--- src/rtl/regfile_wb_queue_if.sv ---
// Handshake, register-file write port and forwarding bundle for regfile_wb_queue.
// The queue side uses the slave modport; result producers and decode use master.
interface regfile_wb_queue_if #(
    parameter int unsigned DATA_W = 16,
    parameter int unsigned ADDR_W = 4
);
    logic              alu_valid;
    logic              alu_ready;
    logic [ADDR_W-1:0] alu_rd;
    logic [DATA_W-1:0] alu_data;

    logic              mem_valid;
    logic              mem_ready;
    logic [ADDR_W-1:0] mem_rd;
    logic [DATA_W-1:0] mem_data;

    logic              wb_hold;

    logic              rf_we;
    logic [ADDR_W-1:0] rf_a3;
    logic [DATA_W-1:0] rf_wd;

    logic [ADDR_W-1:0] q1_addr;
    logic [ADDR_W-1:0] q2_addr;
    logic              fwd1_hit;
    logic [DATA_W-1:0] fwd1_data;
    logic              fwd2_hit;
    logic [DATA_W-1:0] fwd2_data;

    logic [ADDR_W:0]   count;
    logic              empty;

    modport master (
        output alu_valid, alu_rd, alu_data,
        input  alu_ready,
        output mem_valid, mem_rd, mem_data,
        input  mem_ready,
        output wb_hold,
        input  rf_we, rf_a3, rf_wd,
        output q1_addr, q2_addr,
        input  fwd1_hit, fwd1_data, fwd2_hit, fwd2_data,
        input  count, empty
    );

    modport slave (
        input  alu_valid, alu_rd, alu_data,
        output alu_ready,
        input  mem_valid, mem_rd, mem_data,
        output mem_ready,
        input  wb_hold,
        output rf_we, rf_a3, rf_wd,
        input  q1_addr, q2_addr,
        output fwd1_hit, fwd1_data, fwd2_hit, fwd2_data,
        output count, empty
    );
endinterface

--- src/rtl/regfile_wb_queue.sv ---
// In-order write-back queue for the register file: merges ALU and load results,
// drains one entry per cycle and forwards pending values to the decode read ports.
module regfile_wb_queue #(
    parameter int unsigned DATA_W = 16,
    parameter int unsigned ADDR_W = 4,
    parameter int unsigned DEPTH  = 4
) (
    input logic               clk,
    input logic               rst,
    regfile_wb_queue_if.slave bus
);
    localparam int unsigned PTR_W   = $clog2(DEPTH);
    localparam int unsigned CNT_W   = PTR_W + 1;
    localparam int unsigned OCNT_W  = ADDR_W + 1;

    logic [ADDR_W-1:0] rd_mem   [DEPTH];
    logic [DATA_W-1:0] data_mem [DEPTH];

    logic [PTR_W-1:0] wr_ptr_q, wr_ptr_d;
    logic [PTR_W-1:0] rd_ptr_q, rd_ptr_d;
    logic [CNT_W-1:0] count_q, count_d;
    logic [CNT_W-1:0] free;
    logic             empty;

    logic             mem_acc, alu_acc;
    logic             mem_enq, alu_enq;
    logic             pop;
    logic [PTR_W-1:0] alu_slot;
    logic [PTR_W-1:0] age_idx [DEPTH];

    logic              hit1, hit2;
    logic [DATA_W-1:0] data1, data2;

    // Ready is derived from the registered count only; a same-cycle pop earns no credit.
    always_comb begin
        free          = CNT_W'(DEPTH) - count_q;
        empty         = (count_q == '0);
        bus.mem_ready = (free != '0);
        bus.alu_ready = (free >= CNT_W'(2)) || ((free == CNT_W'(1)) && !bus.mem_valid);
    end

    always_comb begin
        mem_acc  = bus.mem_valid && bus.mem_ready;
        alu_acc  = bus.alu_valid && bus.alu_ready;
        // r0 results complete the handshake but never occupy a slot.
        mem_enq  = mem_acc && (bus.mem_rd != '0);
        alu_enq  = alu_acc && (bus.alu_rd != '0);
        alu_slot = wr_ptr_q + PTR_W'(mem_enq);
        pop      = !empty && !bus.wb_hold && !rst;
    end

    always_comb begin
        wr_ptr_d = wr_ptr_q + PTR_W'(mem_enq) + PTR_W'(alu_enq);
        rd_ptr_d = pop ? rd_ptr_q + PTR_W'(1) : rd_ptr_q;
        count_d  = count_q + CNT_W'(mem_enq) + CNT_W'(alu_enq) - CNT_W'(pop);
    end

    always_ff @(posedge clk) begin
        if (rst) begin
            wr_ptr_q <= '0;
            rd_ptr_q <= '0;
            count_q  <= '0;
        end else begin
            wr_ptr_q <= wr_ptr_d;
            rd_ptr_q <= rd_ptr_d;
            count_q  <= count_d;
        end
    end

    // Storage needs no reset; occupancy is tracked by the pointers and count alone.
    always_ff @(posedge clk) begin
        if (!rst && mem_enq) begin
            rd_mem[wr_ptr_q]   <= bus.mem_rd;
            data_mem[wr_ptr_q] <= bus.mem_data;
        end
        if (!rst && alu_enq) begin
            rd_mem[alu_slot]   <= bus.alu_rd;
            data_mem[alu_slot] <= bus.alu_data;
        end
    end

    always_comb begin
        bus.rf_we = pop;
        bus.rf_a3 = rd_mem[rd_ptr_q];
        bus.rf_wd = data_mem[rd_ptr_q];
    end

    // Walk entries oldest to youngest so the last match left standing is the youngest.
    always_comb begin
        hit1  = 1'b0;
        hit2  = 1'b0;
        data1 = '0;
        data2 = '0;
        for (int unsigned i = 0; i < DEPTH; i++) begin
            age_idx[i] = rd_ptr_q + PTR_W'(i);
            if (CNT_W'(i) < count_q) begin
                if ((bus.q1_addr != '0) && (rd_mem[age_idx[i]] == bus.q1_addr)) begin
                    hit1  = 1'b1;
                    data1 = data_mem[age_idx[i]];
                end
                if ((bus.q2_addr != '0) && (rd_mem[age_idx[i]] == bus.q2_addr)) begin
                    hit2  = 1'b1;
                    data2 = data_mem[age_idx[i]];
                end
            end
        end
    end

    always_comb begin
        bus.fwd1_hit  = hit1 && !rst;
        bus.fwd1_data = rst ? '0 : data1;
        bus.fwd2_hit  = hit2 && !rst;
        bus.fwd2_data = rst ? '0 : data2;
        bus.count     = OCNT_W'(count_q);
        bus.empty     = empty;
    end

    a_count_bound: assert property (@(posedge clk) disable iff (rst) count_q <= CNT_W'(DEPTH))
        else $error("count exceeded DEPTH");
    a_no_overfill: assert property (@(posedge clk) disable iff (rst)
        (count_q == CNT_W'(DEPTH)) |-> (!bus.mem_ready && !bus.alu_ready))
        else $error("ready asserted while full");

endmodule

--- src/flat_wrapper.sv ---
// flat-port wrapper written by rule: the top's interface ports become plain ports
module regfile_wb_queue_flat 
#(
    parameter int unsigned DATA_W = 16,
    parameter int unsigned ADDR_W = 4,
    parameter int unsigned DEPTH  = 4
)
  (clk, rst, bus_alu_valid, bus_alu_rd, bus_alu_data, bus_alu_ready, bus_mem_valid, bus_mem_rd, bus_mem_data, bus_mem_ready, bus_wb_hold, bus_rf_we, bus_rf_a3, bus_rf_wd, bus_q1_addr, bus_q2_addr, bus_fwd1_hit, bus_fwd1_data, bus_fwd2_hit, bus_fwd2_data, bus_count, bus_empty);
  regfile_wb_queue_if #(.DATA_W(DATA_W), .ADDR_W(ADDR_W)) bus_i ();
  input logic clk;
  input logic rst;
  input wire logic [$bits(bus_i.alu_valid)-1:0] bus_alu_valid;
  input wire logic [$bits(bus_i.alu_rd)-1:0] bus_alu_rd;
  input wire logic [$bits(bus_i.alu_data)-1:0] bus_alu_data;
  output wire logic [$bits(bus_i.alu_ready)-1:0] bus_alu_ready;
  input wire logic [$bits(bus_i.mem_valid)-1:0] bus_mem_valid;
  input wire logic [$bits(bus_i.mem_rd)-1:0] bus_mem_rd;
  input wire logic [$bits(bus_i.mem_data)-1:0] bus_mem_data;
  output wire logic [$bits(bus_i.mem_ready)-1:0] bus_mem_ready;
  input wire logic [$bits(bus_i.wb_hold)-1:0] bus_wb_hold;
  output wire logic [$bits(bus_i.rf_we)-1:0] bus_rf_we;
  output wire logic [$bits(bus_i.rf_a3)-1:0] bus_rf_a3;
  output wire logic [$bits(bus_i.rf_wd)-1:0] bus_rf_wd;
  input wire logic [$bits(bus_i.q1_addr)-1:0] bus_q1_addr;
  input wire logic [$bits(bus_i.q2_addr)-1:0] bus_q2_addr;
  output wire logic [$bits(bus_i.fwd1_hit)-1:0] bus_fwd1_hit;
  output wire logic [$bits(bus_i.fwd1_data)-1:0] bus_fwd1_data;
  output wire logic [$bits(bus_i.fwd2_hit)-1:0] bus_fwd2_hit;
  output wire logic [$bits(bus_i.fwd2_data)-1:0] bus_fwd2_data;
  output wire logic [$bits(bus_i.count)-1:0] bus_count;
  output wire logic [$bits(bus_i.empty)-1:0] bus_empty;
  assign bus_i.alu_valid = bus_alu_valid;
  assign bus_i.alu_rd = bus_alu_rd;
  assign bus_i.alu_data = bus_alu_data;
  assign bus_alu_ready = bus_i.alu_ready;
  assign bus_i.mem_valid = bus_mem_valid;
  assign bus_i.mem_rd = bus_mem_rd;
  assign bus_i.mem_data = bus_mem_data;
  assign bus_mem_ready = bus_i.mem_ready;
  assign bus_i.wb_hold = bus_wb_hold;
  assign bus_rf_we = bus_i.rf_we;
  assign bus_rf_a3 = bus_i.rf_a3;
  assign bus_rf_wd = bus_i.rf_wd;
  assign bus_i.q1_addr = bus_q1_addr;
  assign bus_i.q2_addr = bus_q2_addr;
  assign bus_fwd1_hit = bus_i.fwd1_hit;
  assign bus_fwd1_data = bus_i.fwd1_data;
  assign bus_fwd2_hit = bus_i.fwd2_hit;
  assign bus_fwd2_data = bus_i.fwd2_data;
  assign bus_count = bus_i.count;
  assign bus_empty = bus_i.empty;
  regfile_wb_queue #(.DATA_W(DATA_W), .ADDR_W(ADDR_W), .DEPTH(DEPTH)) u_core (.clk(clk), .rst(rst), .bus(bus_i));
endmodule
--- config.mk ---
export PLATFORM = sky130hd
export DESIGN_NAME = regfile_wb_queue_flat
export DESIGN_NICKNAME = d
export VERILOG_FILES = /design/src/rtl/regfile_wb_queue_if.sv /design/src/rtl/regfile_wb_queue.sv /design/src/flat_wrapper.sv
export SDC_FILE = /design/constraint.sdc
export NUM_CORES = 1
export LEC_CHECK = 0
export BUFFER_PORTS_ARGS = -buffer_cell sky130_fd_sc_hd__buf_4
export CELL_PAD_IN_SITES_DETAIL_PLACEMENT = 0
export CELL_PAD_IN_SITES_GLOBAL_PLACEMENT = 1
export CORE_MARGIN = 1.5
export CORE_UTILIZATION = 35
export DETAILED_ROUTE_END_ITERATION = 8
export PLACE_DENSITY_LB_ADDON = 0.1
export SLEW_MARGIN = 5
export SYNTH_ARGS = -nofsm -noshare
export SYNTH_HDL_FRONTEND = slang
export SYNTH_SLANG_ARGS = --single-unit
--- constraint.sdc ---
create_clock -name clk -period 4.1 [get_ports clk]
set_input_delay 0.41 -clock clk [delete_from_list [all_inputs] [get_ports clk]]
set_output_delay 0.41 -clock clk [all_outputs]
set_load 0.01 [all_outputs]
# Word level (Yosys, flattened, before mapping)
# Memory sizes are Yosys's and may differ from the RTL's. A register that Yosys moved wholly into a read port is not among the register bits.
# Cells that the tools add are included.
[word_totals]
output_inout_bits = 63
wordCells = 100
mem_count = 2
mem_bits_rw = 80
register_bits = 7
inputBits = 53
[memory_table]
columns = ["name", "depth", "width", "rd", "rd_ports_with_merged_regs", "wr", "line", "text"]
rows = [
  ["u_core.data_mem", 4, 16, 4, 1, 2, "regfile_wb_queue.sv:17", "logic [DATA_W-1:0] data_mem [DEPTH];"],
  ["u_core.rd_mem", 4, 4, 4, 1, 2, "regfile_wb_queue.sv:16", "logic [ADDR_W-1:0] rd_mem [DEPTH];"],
]
[op_classes]
n_lt_le_gt_ge = 5
eq_ne = 9
mux = 42
n_reduce_logical = 30
addsub = 9
[ops]
columns = ["cell", "count"]
rows = [
  ["two-way mux 16 bit", 18],
  ["equality test 4 bit", 8],
  ["two-way mux 1 bit", 20],
  ["logical AND 1 bit", 19],
  ["nonzero test 4 bit", 4],
  ["two-way mux 2 bit", 4],
  ["adder 3 x 1 -> 3 bit", 2],
  ["less-than comparator 1 x 3 -> 1 bit, first input constant", 2],
  ["less-than comparator 2 x 3 -> 1 bit, first input constant", 2],
  ["adder 2 x 1 -> 2 bit", 2],
  ["adder 2 bit, second input constant", 2],
  ["zero test 1 bit", 4],
  ["equality test 3 x 1 -> 1 bit, second input constant", 1],
  [">= comparator 3 x 2 -> 1 bit, second input constant", 1],
  ["zero test 3 bit", 1],
  ["nonzero test 3 bit", 1],
  ["subtractor 3 x 1 -> 3 bit", 1],
  ["subtractor 3 bit, first input constant", 1],
  ["adder 2 x 1 -> 2 bit, second input constant", 1],
  ["logical OR 1 bit", 1],
]

# Logic depth before layout (Yosys ltp)
[depth]
word_depth = 11
depth_mapped = 11
ltp_nobuf = 11

# Least setup slack after synthesis
# OpenSTA, ideal clock, no wires.
[synth_timing]
path_kind = "register to register"
start = "register u_core.count_q[1]"
end = "memory u_core.data_mem[0][0] (enable)"
n_path_buf = 0
setup_ns = 0.454
arrival_ns = 3.299
synth_period_minus_slack_ns = 3.753
stages_incl_launch_ff = 7
path_slack_ns = 0.347
required_time_ns = 3.646
path_cell_list = "dfxtp_1 > inv_1 > ha_1 > ha_1 > inv_1 > nand3_1 > o41ai_1"
[synth_lines]
columns = ["element", "line", "text"]
rows = [
  ["from (decl)", "regfile_wb_queue.sv:21", "logic [CNT_W-1:0] count_q, count_d;"],
  ["from (signal assigned)", "regfile_wb_queue.sv:66", "count_q <= count_d;"],
  ["to (decl)", "regfile_wb_queue.sv:17", ""],
]

# Worst setup path in the final report
[layout_timing]
start = "register u_core.rd_ptr_q[1]"
end = "output bus_fwd1_data[15]"
[layout_via]
elab_chain_cells = 11
word_cells_on_any_way = 18
cone_classes = "add/sub: 3; eq/ne: 3; mux: 7; reduce/logical: 3; memory: 2"
[layout_lines]
columns = ["element", "line", "text"]
rows = [
  ["from (decl)", "regfile_wb_queue.sv:20", "logic [PTR_W-1:0] rd_ptr_q, rd_ptr_d;"],
  ["from (signal assigned)", "regfile_wb_queue.sv:65", "rd_ptr_q <= rd_ptr_d;"],
  ["adder 2 x 1 -> 2 bit", "regfile_wb_queue.sv:95", "age_idx[i] = rd_ptr_q + PTR_W'(i);"],
  ["memory (4 x 4 bit)", "--", ""],
  ["equality test 4 bit", "regfile_wb_queue.sv:97", "if ((bus.q1_addr != '0) && (rd_mem[age_idx[i]] == bus.q1_addr)) begin"],
  ["logical AND 1 bit", "regfile_wb_queue.sv:97", ""],
  ["two-way mux 16 bit", "regfile_wb_queue.sv:97", ""],
  ["two-way mux 16 bit", "regfile_wb_queue.sv:96", "if (CNT_W'(i) < count_q) begin"],
  ["two-way mux 16 bit", "regfile_wb_queue.sv:97", ""],
  ["two-way mux 16 bit", "regfile_wb_queue.sv:96", ""],
  ["two-way mux 16 bit", "regfile_wb_queue.sv:97", ""],
  ["two-way mux 16 bit (*)", "regfile_wb_queue.sv:96", ""],
  ["two-way mux 16 bit (*)", "regfile_wb_queue.sv:111", "bus.fwd1_data = rst ? '0 : data1;"],
  ["to (decl)", "flat_wrapper.sv:27", "output wire logic [$bits(bus_i.fwd1_data)-1:0] bus_fwd1_data;"],
]
# Mark *: on every way between the ends. The rest lies on a longest branch, timed or not.

==> impl_metrics.json <==
{
  "synthesis.area_um2": 7980,
  "pwr-share-clk_pct": 17.2,
  "start_kind": "flip-flop",
  "synth_edf_count": 80,
  "synthArstFlopShare_pct": 0,
  "antenna_found_initial": 0,
  "fin_crit_sh_pct": 93.9,
  "io_pins": 116,
  "syn_to_final_growth_pct": 17.6,
  "netSwitchingPower_mw": 1.73,
  "io_buffers": 113,
  "synth-seq-area-share_pct": 32.4,
  "cts_sinks": 89,
  "cts_tree": "built",
  "ys_warn_count": 0,
  "antenna_left": 0,
  "cts_buffers": 9,
  "rsz0062_at_grt": "no",
  "grt_pass1_vias": 5968,
  "wire_per_inst_um": 23.2,
  "cts_resized": 0,
  "power_frac_seq_pct": 31.9,
  "synth_top_area_share_pct": 30.1,
  "drc": 0,
  "core_um2": 22500,
  "post_cts_buffers": 0,
  "drtPass1Iterations": 5,
  "end_kind": "output pin",
  "fin_skew_ns": 0.00720,
  "slew-limit-headroom_pct": 38.8,
  "grt_pass1_wl_um": 37700,
  "dp_hpwl_um": 18200,
  "die_area_um2": 23700,
  "htreeDepth": 3,
  "die_h_um": 154,
  "num_antenna_cells": 0,
  "cts_max_path_buffers": 2,
  "synth_area_leaders": "edfxtp_1, mux2_2, mux4_2",
  "hold_viol": 0,
  "drt_iter0_markers": 457,
  "comb_power_share_pct": 50.9,
  "ir_worst_vdd_mv": 0.245,
  "grt_max_degree": 66,
  "worstPathRequired_ns": 3.69,
  "syn_inst": 699,
  "status": "complete, no violations",
  "final_layout_size_suffix_gt1_share_pct": 42.0,
  "die_x_um": 154,
  "synth_commonest_cells": "mux2_2, edfxtp_1, mux2i_1",
  "cts-root-buf": "clkbuf_16",
  "criticalPathCategory": "reg -> out",
  "finalPower_mw": 4.36,
  "setup_viol": 0,
  "ys_types": 52,
  "cellLeakagePower_nw": 3.26,
  "fmax_mhz": 260,
  "p_int_mw": 2.63,
  "worstHoldPathType": "in -> reg",
  "finalNetCount": 846,
  "power.density_nw_per_um2": 465,
  "setup_tns_ns": 0,
  "overflow": 0,
  "ys_ff_latch": 89,
  "clk_pin_slew_ns": 0.06,
  "worst_slew_pin_slew_ns": 0.917,
  "synth_flop_cell": "edfxtp_1",
  "start_util_pct": 35.4,
  "syn-mean-instance-area_um2": 11.4,
  "rows": 55,
  "drv_cap": 0,
  "yosysTopAreaCell": "edfxtp_1",
  "drv_slew": 0,
  "globalRouteTotalUtil_pct": 20.8,
  "vias": 6221,
  "period_minus_slack_ns": 3.85,
  "clk_latency_ns": 0.34,
  "synth.most_common_cell": "mux2_2",
  "hold_buffers": 0,
  "cp_max_fo": 17,
  "routed_via_density": 5.81,
  "worstPathArrival_ns": 3.44,
  "sw_frac_of_total_pct": 39.8,
  "wl_um": 24900,
  "gp_congestion": 0.864,
  "r2r_slack_ns": 0.90
}
flip-flops by register name (all words and copies together) (netlist names), named ones only:
register and flops:
u_core.data_mem 64, u_core.rd_ptr_q 2, u_core.rd_mem 16, u_core.count_q 3, u_core.wr_ptr_q 2
final cells by class:
type,instances,area (um2)
Fill cell,2127,13100
Timing Repair Buffer,138,1040
Multi-Input combinational cell,533,5080
Inverter,10,37.5
Clock inverter,6,43.8
Clock buffer,10,229
Tap cell,285,357
Sequential cell,89,2590
metal layers:
layer  routed length (um)  global-route usage [%]  part of all wire [%]  vias to the layer above
met5                    0                       0                     0                        -
met4                  182                    3.56                  0.73                        0
met3                 1510                    3.07                   6.1                       11
met2                 9900                    27.9                    40                      244
met1                13300                    34.7                    53                     3079
li1                     -                       -                     -                     2887
logic make-up (layout without fill, tap and decap cells):
| family | after synthesis | in the layout | share of synthesized area, % |
|---|---|---|---|
| AOI/OAI and AO/OA | 104 | 104 | 11.2 |
| xor gates and xnor gates | 29 | 29 | 3.18 |
| adders and majority gates | 12 | 12 | 2.07 |
| buffers and inverters | 78 | 164 | 4.17 |
| DFF | 89 | 89 | 32.4 |
| muxes | 217 | 217 | 36.1 |
| other | 1 | 2 | 0.0470 |
| and+or+nand+nor | 169 | 169 | 10.8 |
power groups by stage:
stage | logic [mW] | clock network [mW] | registers [mW]
2_1_floorplan | 1.49 | 0 | 1.31
3_3_place_gp | 2.20 | 0 | 1.39
3_5_place_dp | 2.21 | 0 | 1.40
4_1_cts | 2.22 | 0.770 | 1.38
5_1_grt | 2.40 | 0.794 | 1.41
6_report | 2.22 | 0.750 | 1.39
worst paths after layout:
check,cells after the start,start,endpoint
worst max-delay path,8,u_core.rd_ptr_q[1],bus_fwd1_data[15]
worst min-delay path,2,rst,u_core.wr_ptr_q[1]
worst max register to register,12,u_core.count_q[1],u_core.data_mem[3][5]
worst min register to register,2,u_core.rd_ptr_q[0],flip-flop
critical path, stage by stage, from the launching register on:
cell and delay, ns:
dfxtp_4 0.46, mux4_2 0.60, or3_1 0.37, a211o_1 0.26
a2111o_1 0.42, buf_4 0.24, a21boi_4 0.26, a311oi_1 0.29
buf_4 0.17
cell usage in the layout (no fill, tap or decap), types with 5 or more instances in the layout:
master	netlist	routed
nand2b_1	32	32
mux2i_1	73	73
edfxtp_1	80	80
a21bo_2	16	16
o21ai_0	20	18
clkbuf_16	0	9
dfxtp_1	9	7
nor2_1	15	15
o32ai_1	16	16
a311oi_2	5	5
nand2_1	45	45
inv_1	9	9
a21oi_1	5	5
xnor2_1	25	25
mux2_2	97	97
buf_4	2	138
a311oi_1	23	23
or3_1	5	5
mux4_2	47	47
nor3_1	18	18
nand3_1	36	36
ha_1	10	10
per-stage QoR:
stage / setup slack, ns / instances / hold slack, ns / area (um2) / util (%)
3_3_place_gp: 0.618 / 1055 / 0.633 / 9100 / 40.5
3_5_place_dp: 0.604 / 1055 / 0.661 / 9100 / 40.5
4_1_cts: 0.228 / 1071 / 0.298 / 9380 / 41.7
2_1_floorplan: 0.347 / 700 / 0.610 / 7980 / -
6_report: 0.250 / 1071 / 0.306 / 9380 / 41.7
5_1_grt: 0.0608 / 1071 / 0.317 / 9380 / 41.7
No activity file was read; power rests on OpenSTA's default activity.
